File: config.mk
export PLATFORM = sky130hd
export DESIGN_NAME = pipe_stall_ctrl_flat
export DESIGN_NICKNAME = d
export VERILOG_FILES = /design/src/rtl/pipe_stall_ctrl_if.sv /design/src/rtl/pipe_stall_ctrl.sv /design/src/flat_wrapper.sv
export SDC_FILE = /design/constraint.sdc
export NUM_CORES = 1
export LEC_CHECK = 0
export ABC_CLOCK_PERIOD_IN_PS = 6700
export BUFFER_PORTS_ARGS = -buffer_cell sky130_fd_sc_hd__clkbuf_2
export CAP_MARGIN = 25
export CORE_MARGIN = 2
export CORE_UTILIZATION = 59
export CTS_CLUSTER_DIAMETER = 120
export CTS_CLUSTER_SIZE = 28
export DETAILED_ROUTE_END_ITERATION = 8
export PLACE_DENSITY = 0.85
export SLEW_MARGIN = 20
export SYNTH_ARGS = -nofsm -noshare
export SYNTH_HDL_FRONTEND = slang
export SYNTH_SLANG_ARGS = --single-unit
export TNS_END_PERCENT = 5
File: constraint.sdc
create_clock -name clk -period 6.7 [get_ports clk]
set_clock_uncertainty 0.05 [all_clocks]
set_input_delay 1.005 -clock clk [delete_from_list [all_inputs] [get_ports clk]]
set_output_delay 1.005 -clock clk [all_outputs]
set_load 0.01 [all_outputs]
File: src/rtl/pipe_stall_ctrl_if.sv
`default_nettype none
// ============================================================================
// Module      : pipe_stall_ctrl_if
// Description : Bundle between the EX/ID stages and the central stall
//               controller. It carries the stall requests, the multi-cycle
//               op handshake and perf-counter clear into the controller. It
//               carries the per-stage stall vector, busy flag and stall-cycle
//               count back out.
//               master : pipeline side (drives requests, consumes stall)
//               slave  : stall controller
// Revision    : 1.0  initial release
// ============================================================================
interface pipe_stall_ctrl_if #(
    parameter int MC_W  = 6,
    parameter int CNT_W = 32
);
    logic              stallreq_from_id;
    logic              stallreq_from_ex;
    logic              ex_mc_start;
    logic [MC_W-1:0]   ex_mc_cycles;
    logic              ex_mc_done;
    logic              perf_clr;
    logic [5:0]        stall;
    logic              mc_busy;
    logic [CNT_W-1:0]  stall_cnt;

    modport master (
        output stallreq_from_id, stallreq_from_ex, ex_mc_start,
               ex_mc_cycles, ex_mc_done, perf_clr,
        input  stall, mc_busy, stall_cnt
    );

    modport slave (
        input  stallreq_from_id, stallreq_from_ex, ex_mc_start,
               ex_mc_cycles, ex_mc_done, perf_clr,
        output stall, mc_busy, stall_cnt
    );
endinterface
`default_nettype wire

File: src/rtl/pipe_stall_ctrl.sv
`default_nettype none
// ============================================================================
// Module      : pipe_stall_ctrl
// Description : Central pipeline stall controller. It merges the ID and EX
//               stall requests and sequences multi-cycle EX ops from a start
//               pulse and a length. It also keeps a saturating count of
//               stalled cycles.
// Ports       : clk  - system clock, rising edge
//               rst  - synchronous active-high reset
//               bus  - pipe_stall_ctrl_if.slave:
//                      stall[5:0] bit0 pc .. bit5 wb, 1 = stop
//                      mc_busy    high while sequencing a multi-cycle op
//                      stall_cnt  cycles with stall[0] set, saturating
// Revision    : 1.0  initial release
// ============================================================================
module pipe_stall_ctrl #(
    parameter int MC_W  = 6,
    parameter int CNT_W = 32
) (
    input  wire logic          clk,
    input  wire logic          rst,
    pipe_stall_ctrl_if.slave   bus
);

    localparam logic [0:0] c_IDLE    = 1'b0;
    localparam logic [0:0] c_MC_BUSY = 1'b1;

    localparam logic [5:0] c_STALL_EX   = 6'b001111;
    localparam logic [5:0] c_STALL_ID   = 6'b000111;
    localparam logic [5:0] c_STALL_NONE = 6'b000000;

    logic [0:0]       r_state;
    logic [0:0]       w_state_nxt;
    logic [MC_W-1:0]  r_count;
    logic [MC_W-1:0]  w_count_nxt;
    logic [MC_W-1:0]  w_n_eff;
    logic             w_long_op;
    logic             w_mc_hold;
    logic [5:0]       w_stall;
    logic             w_mc_busy;
    logic [CNT_W-1:0] r_stall_cnt;

    // A zero-length op behaves exactly like a one-cycle op.
    assign w_n_eff   = (bus.ex_mc_cycles == '0) ? MC_W'(1) : bus.ex_mc_cycles;
    assign w_long_op = (w_n_eff >= MC_W'(2));

    // State register
    always_ff @(posedge clk) begin
        if (rst) begin
            r_state <= c_IDLE;
            r_count <= '0;
        end else begin
            r_state <= w_state_nxt;
            r_count <= w_count_nxt;
        end
    end

    // Next-state logic. The start cycle already holds the pipeline, so the
    // countdown loaded here covers the remaining N-2 held cycles.
    always_comb begin
        w_state_nxt = r_state;
        w_count_nxt = r_count;
        case (r_state)
            c_IDLE: begin
                if (bus.ex_mc_start && w_long_op) begin
                    w_state_nxt = c_MC_BUSY;
                    w_count_nxt = w_n_eff - MC_W'(2);
                end
            end
            c_MC_BUSY: begin
                if (bus.ex_mc_done || (r_count == '0)) begin
                    w_state_nxt = c_IDLE;
                    w_count_nxt = '0;
                end else begin
                    w_count_nxt = r_count - MC_W'(1);
                end
            end
            default: begin
                w_state_nxt = c_IDLE;
                w_count_nxt = '0;
            end
        endcase
    end

    // Output logic. The outputs are forced quiet while rst is high, because
    // the registered state only clears at the next edge.
    always_comb begin
        w_mc_hold = 1'b0;
        case (r_state)
            c_IDLE:    w_mc_hold = bus.ex_mc_start && w_long_op;
            c_MC_BUSY: w_mc_hold = !bus.ex_mc_done && (r_count != '0);
            default:   w_mc_hold = 1'b0;
        endcase

        w_mc_busy = !rst && (r_state == c_MC_BUSY);

        if (rst)
            w_stall = c_STALL_NONE;
        else if (w_mc_hold || bus.stallreq_from_ex)
            w_stall = c_STALL_EX;
        else if (bus.stallreq_from_id)
            w_stall = c_STALL_ID;
        else
            w_stall = c_STALL_NONE;
    end

    // Stall-cycle performance counter. A clear wins over a count in the
    // same cycle.
    always_ff @(posedge clk) begin
        if (rst || bus.perf_clr)
            r_stall_cnt <= '0;
        else if (w_stall[0] && (r_stall_cnt != '1))
            r_stall_cnt <= r_stall_cnt + CNT_W'(1);
    end

    assign bus.stall     = w_stall;
    assign bus.mc_busy   = w_mc_busy;
    assign bus.stall_cnt = r_stall_cnt;

endmodule
`default_nettype wire

File: src/flat_wrapper.sv
// flat-port wrapper written by rule: the top's interface ports become plain ports
module pipe_stall_ctrl_flat 
#(
    parameter int MC_W  = 6,
    parameter int CNT_W = 32
)
  (clk, rst, bus_stallreq_from_id, bus_stallreq_from_ex, bus_ex_mc_start, bus_ex_mc_cycles, bus_ex_mc_done, bus_perf_clr, bus_stall, bus_mc_busy, bus_stall_cnt);
  pipe_stall_ctrl_if #(.MC_W(MC_W), .CNT_W(CNT_W)) bus_i ();
  input  wire logic clk;
  input  wire logic rst;
  input wire logic [$bits(bus_i.stallreq_from_id)-1:0] bus_stallreq_from_id;
  input wire logic [$bits(bus_i.stallreq_from_ex)-1:0] bus_stallreq_from_ex;
  input wire logic [$bits(bus_i.ex_mc_start)-1:0] bus_ex_mc_start;
  input wire logic [$bits(bus_i.ex_mc_cycles)-1:0] bus_ex_mc_cycles;
  input wire logic [$bits(bus_i.ex_mc_done)-1:0] bus_ex_mc_done;
  input wire logic [$bits(bus_i.perf_clr)-1:0] bus_perf_clr;
  output wire logic [$bits(bus_i.stall)-1:0] bus_stall;
  output wire logic [$bits(bus_i.mc_busy)-1:0] bus_mc_busy;
  output wire logic [$bits(bus_i.stall_cnt)-1:0] bus_stall_cnt;
  assign bus_i.stallreq_from_id = bus_stallreq_from_id;
  assign bus_i.stallreq_from_ex = bus_stallreq_from_ex;
  assign bus_i.ex_mc_start = bus_ex_mc_start;
  assign bus_i.ex_mc_cycles = bus_ex_mc_cycles;
  assign bus_i.ex_mc_done = bus_ex_mc_done;
  assign bus_i.perf_clr = bus_perf_clr;
  assign bus_stall = bus_i.stall;
  assign bus_mc_busy = bus_i.mc_busy;
  assign bus_stall_cnt = bus_i.stall_cnt;
  pipe_stall_ctrl #(.MC_W(MC_W), .CNT_W(CNT_W)) u_core (.clk(clk), .rst(rst), .bus(bus_i));
endmodule
==> results of run 1 <==
cell families (layout without fill, tap and decap cells):
kind of cell,after synthesis,in the layout
mux,7,7
xor+xnor,2,2
fa+ha+maj,3,3
flops,39,39
simple gates,140,140
compound gates,83,83
other cells,1,2
buf+inv,29,69
power groups by stage:
stage          registers, mW  logic (mW)  clock network [mW]
6_report               0.243      0.0546               0.209
5_1_grt                0.244      0.0617               0.218
4_1_cts                0.242      0.0543               0.211
3_5_place_dp           0.248      0.0538                   0
3_3_place_gp           0.247      0.0525                   0
2_1_floorplan          0.246      0.0410                   0
sequential cells by signal (all words and copies together), names as in the netlist:
register              flops
u_core.bus.stall_cnt     32
u_core.r_count            6
u_core.r_state            1
layer usage:
metal,GRT usage (%),vias to the layer above,wire length [um]
met5,0,-,0
met4,9.25,0,74
met3,5.59,8,416
met2,44.5,81,3030
met1,38.8,1213,2750
li1,-,1245,-
cell usage in the layout, fill, tap and decap left out, types with 6 or more instances in the layout:
cell type | netlist | routed
or4_1 | 10 | 10
nand4_1 | 7 | 7
mux2i_1 | 7 | 7
nor2_1 | 21 | 21
a21oi_1 | 23 | 23
or3_1 | 15 | 15
clkbuf_2 | 0 | 49
dfxtp_1 | 39 | 39
o21ai_0 | 13 | 13
nor3_1 | 9 | 8
clkbuf_8 | 0 | 6
o31ai_1 | 10 | 10
nand2_1 | 26 | 26
and3_1 | 6 | 6
nand3_1 | 15 | 15
a31oi_1 | 7 | 7
inv_1 | 10 | 10
path summary, 6_finish.rpt:
check / from / to / slack (ns) / depth (start not counted)
setup reg to reg: u_core.r_count[0] / u_core.bus.stall_cnt[13] / 4.09 / 7
setup / recovery: bus_ex_mc_cycles[3] / bus_stall[1] / 3.03 / 6
hold / removal: u_core.bus.stall_cnt[22] / u_core.bus.stall_cnt[22] / 0.45 / 2
hold reg to reg: u_core.bus.stall_cnt[22] / u_core.bus.stall_cnt[22] / 0.45 / 2
metrics by stage:
step,cell area [um2],hold slack [ns]
final,2790,0.453
after global routing,2790,0.480
after CTS,2790,0.451
after detailed placement,2670,0.441
after global placement,2670,0.428
after floorplan,2460,0.410
area by class of cell:
| cell class | count | area share [%] |
|---|---|---|
| multi-input cells | 237 | 54.9 |
| flip-flops and latches | 39 | 28.0 |
| repair buffers | 51 | 9.32 |
| clock buffers | 6 | 2.96 |
| well taps | 50 | 2.24 |
| inverters | 10 | 1.34 |
| clock inverters | 2 | 1.25 |
tightest hold or removal path: cells and delay by family, from the launching register on:
| kind | cells | cell delay [ns] |
|---|---|---|
| flops | 1 | 0.34 |
| simple gates | 1 | 0.06 |
| mux | 1 | 0.06 |
==> impl_metrics.json, run 1 <==
{
  "fillers": 339,
  "setup_viol": 0,
  "drive_gt1_share_pct": 21.7,
  "place.gp.congestion": 0.868,
  "switching_share_pct": 25.3,
  "hold_violations": 0,
  "maxCapViolations": 0,
  "numCtsBuffers": 5,
  "synth_cell_type_count": 54,
  "critical_path_arrival_ns": 2.61,
  "clock_path_buffers": 2,
  "grt_pass1_vias": 2140,
  "grt_max_degree": 25,
  "root_buffer": "clkbuf_8",
  "fin_total_pwr_uw": 506,
  "synthArstFlopShare_pct": 0,
  "seq_area_um2": 781,
  "track_usage_pct": 28.4,
  "p_sw_uw": 128,
  "finalMaxSlewViolations": 0,
  "clkPwrFrac_pct": 41.3,
  "path_cells": "clkbuf_2 -> or4_4 -> o21a_1 -> o31ai_1 -> inv_1 -> clkbuf_2",
  "fin_tns_setup_ns": 0,
  "period_needed_ns": 3.67,
  "synth_compound_area_share_pct": 23.8,
  "synthTopCellsByArea": "dfxtp_1 (32%), a21oi_1 (4.7%), nand2_1 (4.0%)",
  "setup_slack_ns": 3.03,
  "cts.sinks": 39,
  "critical_path_class": "in2out",
  "tightest_slew_ns": 0.823,
  "crit_buf_inv": 3,
  "die_area_um2": 4690,
  "yosysSeqAreaShare_pct": 31.8,
  "io_pins": 52,
  "wl_um": 6260,
  "max_stage_delay_ns": 0.56,
  "yosysTopAreaCellShare_pct": 31.8,
  "initial_utilization_pct": 61.3,
  "synth_top_family_by_area": "simple AND/OR/NAND/NOR gates",
  "ant_nets": 0,
  "combPwrFrac_pct": 10.8,
  "synth_simple_gate_area_share_pct": 33.2,
  "dieHeight_um": 68.5,
  "ir_drop_v": 0.000190,
  "grt_antenna_before_repair": 0,
  "cts_hold_buffers": 0,
  "diodes": 0,
  "synthTopCellsByCount": "dfxtp_1 (39), nand2_1 (26), a21oi_1 (23)",
  "p_int_uw": 378,
  "p_leak_nw": 1.11,
  "synthCells": 304,
  "area_delta_synth_final_pct": 13.9,
  "num_rows": 23,
  "dp.cells": 387,
  "p_per_area_nw_per_um2": 181,
  "drt_iter0_markers": 169,
  "synth-main-ff-cell": "dfxtp_1",
  "max_freq_mhz": 273,
  "cts_tree": "yes",
  "nets": 360,
  "crit_family": "compound AO/OA/AOI/OAI gates",
  "status": "finished, final reports clean",
  "firstDrtPassIters": 4,
  "cts_setup_buffers": 0,
  "syn_area_um2": 2450,
  "cts_max_level": 2,
  "avgSynthCellArea_um2": 8.07,
  "hold_class": "reg2reg",
  "crit_fanout": 5,
  "place_hpwl_um": 4510,
  "synthMuxAreaShare_pct": 2.86,
  "multiInputGateArea_um2": 1530,
  "crit_top_cell": "clkbuf_2",
  "dp_slack_ns": 3.04,
  "seq_power_share_pct": 47.9,
  "overflow": 0,
  "slew_headroom_pct": 44.8,
  "post-route-period-util_pct": 54.8,
  "num_vias": 2547,
  "synth_largest_area_cell": "dfxtp_1",
  "synth-seq-cells": 39,
  "synth_xor_area_share_pct": 0.714,
  "drcViolationCount": 0,
  "synth_fa_ha_area_share_pct": 1.53,
  "final_cells": 395,
  "numPortBuffers": 49,
  "detail_route.vias_per_cell": 6.45,
  "rsz0062_at_grt": "false",
  "synth_edf_count": 0,
  "cts-resized-gates": 0,
  "cp-start-kind": "input port",
  "core_area_um2": 4000,
  "wl_per_cell_um": 15.9,
  "die_width_um": 68.5,
  "fin_util_pct": 69.8,
  "slowest_stage": "or4_4",
  "critPathCaptureType": "primary output",
  "clock_latency_ns": 0.30,
  "grt_pass1_wl_um": 10000,
  "ys.warnings.count": 0,
  "yosysMostFrequentCell": "dfxtp_1",
  "clk_pin_slew_ns": 0.08,
  "required_ns": 5.64
}
No activity file was read; power rests on OpenSTA's default activity.
==> run 2: changes to the inputs <==
ABC_AREA = 1   (was unset)
ABC_CLOCK_PERIOD_IN_PS = 3800   (was 6700)
CORE_UTILIZATION = 55   (was 59)
PLACE_DENSITY = 0.8   (was 0.85)
clock period = 3.8 ns   (was 6.7 ns; I/O delays follow)
==> run 2 against run 1 <==
  * Flip-flop and latch count unchanged
  * Final cell count increased by 33%
  * Register-to-register slack got worse by 2.8 ns
  * Critical path type is now reg2out
==> impl_metrics.json, run 2 <==
{
  "status": "finished, final reports clean",
  "slowest_stage": "nand3_2",
  "synthTopCellsByArea": "dfxtp_1 (30%), nand2_1 (21%), nor2_1 (8.1%)",
  "synthCells": 426,
  "yosysMostFrequentCell": "nand2_1",
  "yosysSeqAreaShare_pct": 29.7,
  "slew_headroom_pct": 57.2,
  "largest_reg_flops": 32,
  "max_freq_mhz": 376,
  "synth-seq-cells": 39,
  "grt_pass1_wl_um": 11100,
  "critPathCaptureType": "primary output",
  "synthTopCellsByCount": "nand2_1 (147), nor2_1 (57), dfxtp_1 (39)",
  "drive_gt1_share_pct": 14.5,
  "wl_per_cell_um": 12.8,
  "synth-main-ff-cell": "dfxtp_1",
  "p_sw_uw": 219,
  "grt_max_degree": 34,
  "r2r_setup_slack_ns": 1.30,
  "final_cells": 524,
  "fillers": 445,
  "place_hpwl_um": 4960,
  "tightest_slew_ns": 0.639,
  "hp-start": "rst",
  "required_ns": 3.18,
  "wl_um": 6710,
  "die_width_um": 73.2,
  "critical_path_arrival_ns": 2.04,
  "cts_max_level": 2,
  "combPwrFrac_pct": 12.2,
  "multiInputGateArea_um2": 1650,
  "fin_util_pct": 63.7,
  "synthArstFlopShare_pct": 0,
  "nets": 485,
  "crit_buf_inv": 2,
  "num_rows": 25,
  "final_cell_mix": "nand2_1 (147), nor2_1 (57), clkbuf_2 (49)",
  "maxCapViolations": 0,
  "clock_path_buffers": 2,
  "root_buffer": "clkbuf_8",
  "cp-start-kind": "flop",
  "cts.sinks": 39,
  "ys.warnings.count": 0,
  "synth_edf_count": 0,
  "numCtsBuffers": 5,
  "hold_violations": 0,
  "path_cells": "inv_1 -> ha_1 -> nand3_1 -> nand3_1 -> nand2_1 -> nand2_1 -> nand3_2 -> clkbuf_2",
  "cts_setup_buffers": 0,
  "seq_power_share_pct": 50.9,
  "die_area_um2": 5360,
  "area_delta_synth_final_pct": 12.7,
  "crit_fanout": 20,
  "synth_cell_type_count": 29,
  "core_area_um2": 4660,
  "wirelength_met1_um": 3160,
  "dieHeight_um": 73.2,
  "numPortBuffers": 49,
  "place.gp.congestion": 0.950,
  "fin_tns_setup_ns": 0,
  "clkPwrFrac_pct": 37.0,
  "p_leak_nw": 1.22,
  "initial_utilization_pct": 56.5,
  "avgSynthCellArea_um2": 6.18,
  "grt_antenna_before_repair": 0,
  "startpoint": "u_core.r_count[0]",
  "grt_pass1_vias": 2502,
  "rr_startpoint": "u_core.bus.stall_cnt[0]",
  "route.met3.wl_um": 332,
  "seq_area_um2": 781,
  "p_per_area_nw_per_um2": 282,
  "num_vias": 2802,
  "clk_pin_slew_ns": 0.08,
  "setup_viol": 0,
  "detail_route.vias_per_cell": 5.35,
  "layout_commonest_cell": "nand2_1",
  "wl_met2_um": 3090,
  "period_needed_ns": 2.66,
  "ant_nets": 0,
  "cts_hold_buffers": 0,
  "diodes": 0,
  "finalMaxSlewViolations": 0,
  "overflow": 0,
  "drcViolationCount": 0,
  "rsz0062_at_grt": "false",
  "cts_tree": "yes",
  "switching_share_pct": 26.2,
  "max_stage_delay_ns": 0.38,
  "yosysTopAreaCellShare_pct": 29.7,
  "dp.cells": 515,
  "hold_class": "in2reg",
  "crit_family": "simple AND/OR/NAND/NOR gates",
  "p_int_uw": 617,
  "firstDrtPassIters": 4,
  "cts-resized-gates": 0,
  "post-route-period-util_pct": 70.0,
  "syn_area_um2": 2630,
  "io_pins": 52,
  "dr.max_layer_used": "met4",
  "critical_path_class": "reg2out",
  "drt_iter0_markers": 166,
  "synth_largest_area_cell": "dfxtp_1",
  "clock_latency_ns": 0.29,
  "track_usage_pct": 26.3,
  "ir_drop_v": 0.000139
}
==> run 2: cell types whose count changed in the layout (fill, tap and decap cells not counted), moves of 10 or more <==
cell      previous run  this run
a21oi_1             23        37
inv_1               10        27
nand2_1             26       147
nand3_1             15        37
nand3b_1             0        16
nor2_1              21        57
o31ai_1             10         0
or3_1               15         0
or4_1               10         0
xor2_1               0        13
==> run 2: worst reg2reg max path, cell delays in order, from the launching register on <==
cell and delay, ns:
dfxtp_1 0.44, ha_1 0.31, inv_2 0.08, nor2_4 0.19
nand2_4 0.09, nor2_4 0.14, nand2_2 0.38, nand3_4 0.50
nand2_1 0.11, a21oi_1 0.14
==> run 2: layer usage <==
metal  GRT usage, %  vias to the layer above
met1           35.2                     1268
met2           43.2                       66
met3           4.14                       15
li1               -                     1453
met5              0                        -
met4           8.02                        0
==> run 2: power groups by stage <==
stage / Clock [mW] / Combinational, mW / Sequential (mW)
after floorplan: 0 / 0.0804 / 0.433
after global placement: 0 / 0.0975 / 0.434
after detailed placement: 0 / 0.100 / 0.435
after CTS: 0.315 / 0.100 / 0.425
after global routing: 0.334 / 0.115 / 0.426
final: 0.309 / 0.102 / 0.425
==> run 2: through the flow <==
stage	power (mW)	setup slack (ns)	hold slack [ns]	instance area (um2)
after floorplan	0.514	1.74	0.401	2640
after global placement	0.532	1.35	0.425	2850
after detailed placement	0.535	1.27	0.434	2850
after CTS	0.840	1.13	0.431	2950
after global routing	0.876	0.932	0.446	2970
final	0.836	1.14	0.429	2970
==> run 2: kinds of logic after synthesis <==
kind of cell             after synthesis  share of synthesized area [%]
AO/OA/AOI/OAI                         52                           10.2
XOR/XNOR                              18                           5.99
adder cells (fa/ha/maj)                3                           1.43
buffers and inverters                 44                           7.94
flip-flops                            39                           29.7
other                                  1                          0.142
AND/OR/NAND/NOR                      269                           44.6
==> run 2: final cells by class <==
cell class | instances | share of cell area (%)
flip-flops and latches | 39 | 26.3
inverters | 28 | 3.54
well taps | 54 | 2.28
multi-input cells | 344 | 55.5
repair buffers | 51 | 9.02
clock buffers | 8 | 3.37
==> run 2: path summary, 6_finish.rpt <==
| path | to | depth (start not counted) |
|---|---|---|
| max reg2reg | u_core.bus.stall_cnt[28] | 9 |
| min | u_core.r_count[1] | 2 |
| min reg2reg | u_core.r_count[1] | 2 |
| max | bus_stall[2] | 8 |
